`src/rtl/vppm_pkg.sv`:
```
// vppm_pkg: shared types and helpers for the VPPM transmitter.
// Holds the FSM state encoding, the preamble pattern used when the
// VPPM_PREAMBLE_EN build option is defined, and the symbol waveform function.
package vppm_pkg;

  typedef enum logic [1:0] {
    IDLE = 2'd0,
    PRE  = 2'd1,
    DATA = 2'd2
  } state_e;

  localparam logic [7:0] PREAMBLE = 8'hAA;
  localparam int         PRE_LEN  = 8;

  // Output level of one VPPM symbol at position c: an early pulse carries a 0
  // and a late pulse carries a 1. Both are DUTY cycles wide.
  function automatic logic sym_level(input logic        b,
                                     input int unsigned c,
                                     input int unsigned sym_len,
                                     input int unsigned duty);
    if (b) return (c >= sym_len - duty);
    return (c < duty);
  endfunction

endpackage

```
`src/rtl/vppm_symbol_gen.sv`:
```
// vppm_symbol_gen: symbol position counter and registered VPPM waveform.
// The top supplies the next-cycle run flag and bit value. This block
// registers cnt, sym_tick and vppm_out so that all three line up with the
// cnt value they describe.
module vppm_symbol_gen
  import vppm_pkg::*;
#(
  parameter int SYM_LEN = 100,
  parameter int DUTY    = 50,
  parameter int CNT_W   = $clog2(SYM_LEN)
) (
  input  logic             clk,
  input  logic             rst,
  input  logic             start,
  input  logic             run_d,
  input  logic             bit_d,
  output logic [CNT_W-1:0] cnt_d,
  output logic             sym_last,
  output logic             sym_tick,
  output logic             vppm_out
);

  localparam logic [CNT_W-1:0] LAST = CNT_W'(SYM_LEN - 1);

  logic [CNT_W-1:0] cnt_q;
  logic             sym_tick_q, sym_tick_d;
  logic             vppm_q, vppm_d;

  assign sym_last = (cnt_q == LAST);
  assign sym_tick = sym_tick_q;
  assign vppm_out = vppm_q;

  // Next counter position and the waveform value for that position.
  // A new frame always starts at position 0; the counter wraps at the symbol end.
  always_comb begin
    cnt_d = '0;
    if (run_d && !start && !sym_last) cnt_d = cnt_q + CNT_W'(1);
    sym_tick_d = run_d && (cnt_d == '0);
    vppm_d     = run_d && sym_level(bit_d, 32'(cnt_d), SYM_LEN, DUTY);
  end

  // Counter and output registers; the idle level of vppm_out is 0.
  always_ff @(posedge clk) begin
    if (rst) begin
      cnt_q      <= '0;
      sym_tick_q <= 1'b0;
      vppm_q     <= 1'b0;
    end else begin
      cnt_q      <= cnt_d;
      sym_tick_q <= sym_tick_d;
      vppm_q     <= vppm_d;
    end
  end

endmodule

```
`src/rtl/vppm_tx.sv`:
```
// vppm_tx: VPPM transmitter. It accepts one word per valid/ready handshake
// and sends it MSB-first as fixed-width pulses whose position carries each bit.
// Build option VPPM_PREAMBLE_EN: prefix each frame with 8 symbols of
// 8'b10101010 so that the receiver can lock its symbol clock.
module vppm_tx
  import vppm_pkg::*;
#(
  parameter int SYM_LEN = 100,
  parameter int DUTY    = 50,
  parameter int DATA_W  = 8
) (
  input  logic              clk,
  input  logic              rst,
  input  logic [DATA_W-1:0] tx_data,
  input  logic              tx_valid,
  output logic              tx_ready,
  output logic              tx_busy,
  output logic              vppm_out,
  output logic              sym_tick,
  output logic              tx_done
);

  localparam int CNT_W = $clog2(SYM_LEN);
  localparam int IDX_W = $clog2(DATA_W + 1);
  localparam logic [CNT_W-1:0] LAST = CNT_W'(SYM_LEN - 1);

  if (SYM_LEN < 2 || DUTY < 1 || DUTY >= SYM_LEN) begin : g_bad_param
    $error("vppm_tx: need SYM_LEN >= 2 and 1 <= DUTY <= SYM_LEN-1");
  end

  state_e            state_q, state_d;
  logic [DATA_W-1:0] shift_q, shift_d;
  logic [IDX_W-1:0]  idx_q, idx_d;
  logic              ready_q, ready_d;
  logic              busy_q, busy_d;
  logic              done_q, done_d;
  logic              accept, start, run_d, bit_d, sym_last;
  logic [CNT_W-1:0]  cnt_d;
`ifdef VPPM_PREAMBLE_EN
  logic [2:0]        pre_q, pre_d;
`endif

  assign accept   = tx_valid & ready_q;
  assign tx_ready = ready_q;
  assign tx_busy  = busy_q;
  assign tx_done  = done_q;

  vppm_symbol_gen #(
    .SYM_LEN (SYM_LEN),
    .DUTY    (DUTY),
    .CNT_W   (CNT_W)
  ) u_sym (
    .clk      (clk),
    .rst      (rst),
    .start    (start),
    .run_d    (run_d),
    .bit_d    (bit_d),
    .cnt_d    (cnt_d),
    .sym_last (sym_last),
    .sym_tick (sym_tick),
    .vppm_out (vppm_out)
  );

  // Next-state logic: the handshake, frame sequencing and the bit to send next.
  always_comb begin
    state_d = state_q;
    shift_d = shift_q;
    idx_d   = idx_q;
    start   = 1'b0;
`ifdef VPPM_PREAMBLE_EN
    pre_d   = pre_q;
`endif
    case (state_q)
      IDLE: begin
        if (accept) begin
          start   = 1'b1;
          shift_d = tx_data;
          idx_d   = IDX_W'(DATA_W - 1);
`ifdef VPPM_PREAMBLE_EN
          state_d = PRE;
          pre_d   = 3'd0;
`else
          state_d = DATA;
`endif
        end
      end
`ifdef VPPM_PREAMBLE_EN
      PRE: begin
        if (sym_last) begin
          if (pre_q == 3'(PRE_LEN - 1)) state_d = DATA;
          else                          pre_d   = pre_q + 3'd1;
        end
      end
`endif
      DATA: begin
        if (sym_last) begin
          if (idx_q == '0) begin
            state_d = IDLE;
          end else begin
            idx_d   = idx_q - IDX_W'(1);
            shift_d = shift_q << 1;
          end
        end
      end
      default: state_d = IDLE;
    endcase

    run_d = (state_d != IDLE);
`ifdef VPPM_PREAMBLE_EN
    bit_d = (state_d == PRE) ? PREAMBLE[3'd7 - pre_d] : shift_d[DATA_W-1];
`else
    bit_d = shift_d[DATA_W-1];
`endif
    done_d  = (state_d == DATA) && (idx_d == '0) && (cnt_d == LAST);
    ready_d = (state_d == IDLE);
    busy_d  = (state_d != IDLE);
  end

  // FSM state, counters and registered handshake/status outputs.
  // A reset mid-frame drops the frame and emits no tx_done.
  always_ff @(posedge clk) begin
    if (rst) begin
      state_q <= IDLE;
      idx_q   <= '0;
      ready_q <= 1'b0;
      busy_q  <= 1'b0;
      done_q  <= 1'b0;
`ifdef VPPM_PREAMBLE_EN
      pre_q   <= 3'd0;
`endif
    end else begin
      state_q <= state_d;
      idx_q   <= idx_d;
      ready_q <= ready_d;
      busy_q  <= busy_d;
      done_q  <= done_d;
`ifdef VPPM_PREAMBLE_EN
      pre_q   <= pre_d;
`endif
    end
  end

  // Shift register holding the word being sent.
  // It is data, so reset does not clear it.
  always_ff @(posedge clk) begin
    shift_q <= shift_d;
  end

endmodule
```
`config.mk`:
```
export PLATFORM = sky130hd
export DESIGN_NAME = vppm_tx
export DESIGN_NICKNAME = d
export VERILOG_FILES = /design/src/rtl/vppm_pkg.sv /design/src/rtl/vppm_symbol_gen.sv /design/src/rtl/vppm_tx.sv
export SDC_FILE = /design/constraint.sdc
export NUM_CORES = 1
export LEC_CHECK = 0
export BUFFER_PORTS_ARGS = -buffer_cell sky130_fd_sc_hd__buf_2
export CORE_UTILIZATION = 50
export CTS_CLUSTER_SIZE = 24
export DETAILED_ROUTE_END_ITERATION = 8
export PLACE_DENSITY = 0.69
export SYNTH_ARGS = -nofsm -noshare
export SYNTH_HDL_FRONTEND = slang
export SYNTH_SLANG_ARGS = --single-unit
```
`constraint.sdc`:
```
create_clock -name clk -period 1.8 [get_ports clk]
set_input_delay 0.09 -clock clk [delete_from_list [all_inputs] [get_ports clk]]
set_output_delay 0.09 -clock clk [all_outputs]
set_load 0.02 [all_outputs]
```
==> out/results.ini <==
[status]
status = finished, final reports clean

[hold_path]
min_path_type = primary input to flop
min_from = rst
min_path_cells = 2
min_to = idx_q[0]

[setup_path]
critPathKind = flop to flop
reg2reg_slack_ps = 70
end_kind = flop
crit_fanout = 7
r2r-start = idx_q[0]
r2r_cells = 6
cp.arrival_ps = 1810
startpoint_type = flop
rr_endpoint = shift_q[2]
cp.required_ps = 1890

[timing]
tns_ps = 0
final-hold-violation-count = 0
fin_hold_ws_ps = 3.40
max_freq_mhz = 579
fin_skew_ps = 5.35
min_period_ps = 1730
setup_viol = 0
final-max-slew-violation-count = 0
rsz0062_at_grt = no
period_share_pct = 95.9

[layout]
area_growth_pct = 23.2
insertedDiodeCount = 0
stdcell_area_um2 = 1610
final_cells = 195
nets = 179
drive_above_1_share_pct = 33.9

[job]
cap_violations = 0

[logic_synthesis]
avgSynthCellArea_um2 = 9.51
synthArstFlopShare_pct = 0
synthCells = 137
synthesis.nets = 150
synthFlopType = dfxtp_1
synth_edf_count = 7
synthDistinctLibCells = 51
seq_area_frac_synth_pct = 45.3
synth_warnings = 0
yosys_register_bits = 26
synthesis.area_um2 = 1300

[global_routing]
grt_max_degree = 16
overflow = 0
grt_pass1_vias = 971
grt_pass1_wl_um = 4380
antenna_found_initial = 0
grt.total_usage_pct = 21.7

[detailed_routing]
drt_iter0_drc = 23
via_per_inst = 5.66
final_antenna_net_count = 0
routed_wirelength_um = 2790
dr.pass1.iters = 4
drc = 0
avgRoutedWirePerCell_um = 14.3
via_count = 1104

[placement]
dp_hpwl_um = 2070
io_buffers = 15
gp_congestion = 0.853
dp.cells = 191
place_area_um2 = 1500

[power_and_ir_drop]
p_leak_nw = 0.608
power_density_nw_per_um2 = 755
vdd_drop_max_mv = 0.529
power.total_mw = 1.21

[floorplanning]
rows = 18
chipHeight_um = 53.0
ioPinCount = 16
start_util_pct = 52.6
die_area_um2 = 2810
die_w_um = 53.0
core_area_um2 = 2480

[clocking]
clk_pin_slew_ps = 150
cts_tree = yes
clockBufferDepth = 2
ctsHoldBuffers = 0
numCtsBuffers = 3
cts_max_level = 1
clock-sinks = 26
root_buffer = clkbuf_4
clkLatencyLatePin_ps = 340

## layout make-up
cell class              instances  area, µm²
multi-input cells             100        713
flip-flops and latches         26        596
repair buffers                 30        188
well taps                      30       37.5
fillers                       225        872
clock inverters                 1       30.0
inverters                       5       18.8
clock buffers                   3       22.5
## synthesized netlist by cell type (2+ instances only)
cell | number | area (µm²)
edfxtp_1 | 7 | 210
a21oi_1 | 8 | 40.0
nand3_1 | 5 | 25.0
a22o_1 | 6 | 52.6
a41oi_1 | 3 | 26.3
xnor2_1 | 2 | 17.5
nor3_1 | 3 | 15.0
o31ai_1 | 2 | 15.0
or3_1 | 2 | 12.5
nand2_1 | 8 | 30.0
ha_1 | 2 | 25.0
nor3b_1 | 2 | 15.0
buf_1 | 2 | 7.51
dfxtp_1 | 19 | 380
nor2_1 | 18 | 67.6
inv_1 | 5 | 18.8
nor2b_1 | 2 | 12.5
nand2b_1 | 2 | 12.5
clkbuf_1 | 3 | 11.3
o21ai_0 | 4 | 20.0
xor2_1 | 2 | 17.5
## timing repair
item,CTS,global route
resized for setup,3,11
gates cloned,0,0
setup buffers,0,1
endpoints found under the setup margin,10,9
pin swaps,1,3
## metal layers
layer  track usage (%)  share of wire, %
met1              30.0                50
met2              34.4                45
met3              3.45               3.8
met4              6.58               1.2
met5                 0                 0
## logic make-up (layout without fill, tap and decap cells)
logic type,Yosys count,after routing,share of synthesized area [%]
flip-flops,26,26,45.3
XOR/XNOR,4,4,2.69
multiplexers,2,2,1.63
AND/OR/NAND/NOR,56,56,24.9
adder cells (fa/ha/maj),2,2,1.92
buffers and inverters,11,39,3.75
AO/OA/AOI/OAI,35,35,19.5
other,1,1,0.288
## layout by cell type (no fill, tap or decap), types with 2 or more instances in the layout
cell / instances
dfxtp_1: 15
nand3_1: 4
nor2b_1: 2
o31ai_2: 2
o21ai_0: 4
or3_1: 2
xor2_1: 2
nand2_1: 8
nor2_1: 18
buf_2: 15
a21oi_1: 7
dfxtp_2: 4
buf_4: 15
nor3_1: 2
a22o_1: 6
a41oi_1: 3
clkbuf_4: 3
inv_1: 5
xnor2_1: 2
edfxtp_1: 7
## flip-flops by register name, summed over array words and instances, names as in the netlist, 2 cells and up
signal and flops:
shift_q 8, state_q 2, u_sym.cnt_q 7, idx_q 4
## worst max-delay path by stage
| stage | startpoint | end | slack [ps] | depth (start not counted) |
|---|---|---|---|---|
| final | idx_q[0] | shift_q[2] | 70 | 6 |
| after global routing | idx_q[0] | shift_q[1] | 9 | 6 |
| after CTS | u_sym.cnt_q[1] | shift_q[3] | 7 | 5 |
| after detailed placement | idx_q[0] | u_sym.vppm_out | -30 | 7 |
| after global placement | idx_q[1] | u_sym.vppm_out | 40 | 7 |
| after floorplan | u_sym.cnt_q[0] | tx_done | 40 | 7 |
## metrics by stage
stage / worst slack [ps] / util, %
final: 74.3 / 64.8
after global placement: 42.5 / 60.7
after floorplan: 36.4 / -
after global routing: 9.05 / 64.8
after CTS: 6.65 / 63.3
after detailed placement: -34.1 / 60.7
## worst max-delay path, cell delays in order, from the launching register on
cell and delay, ps:
dfxtp_2 350, inv_1 90, ha_2 200, or3b_4 390
nand3_1 90, a21o_1 180, inv_1 170
## power breakdown
group	internal [mW]	total (mW)	switching [mW]	leakage, nW
combinational	0.0759	0.153	0.0771	0.353
clock	0.226	0.416	0.191	0.0279
sequential	0.626	0.642	0.0163	0.228
total	0.928	1.21	0.284	0.608
No activity file was read; power rests on OpenSTA's default activity.
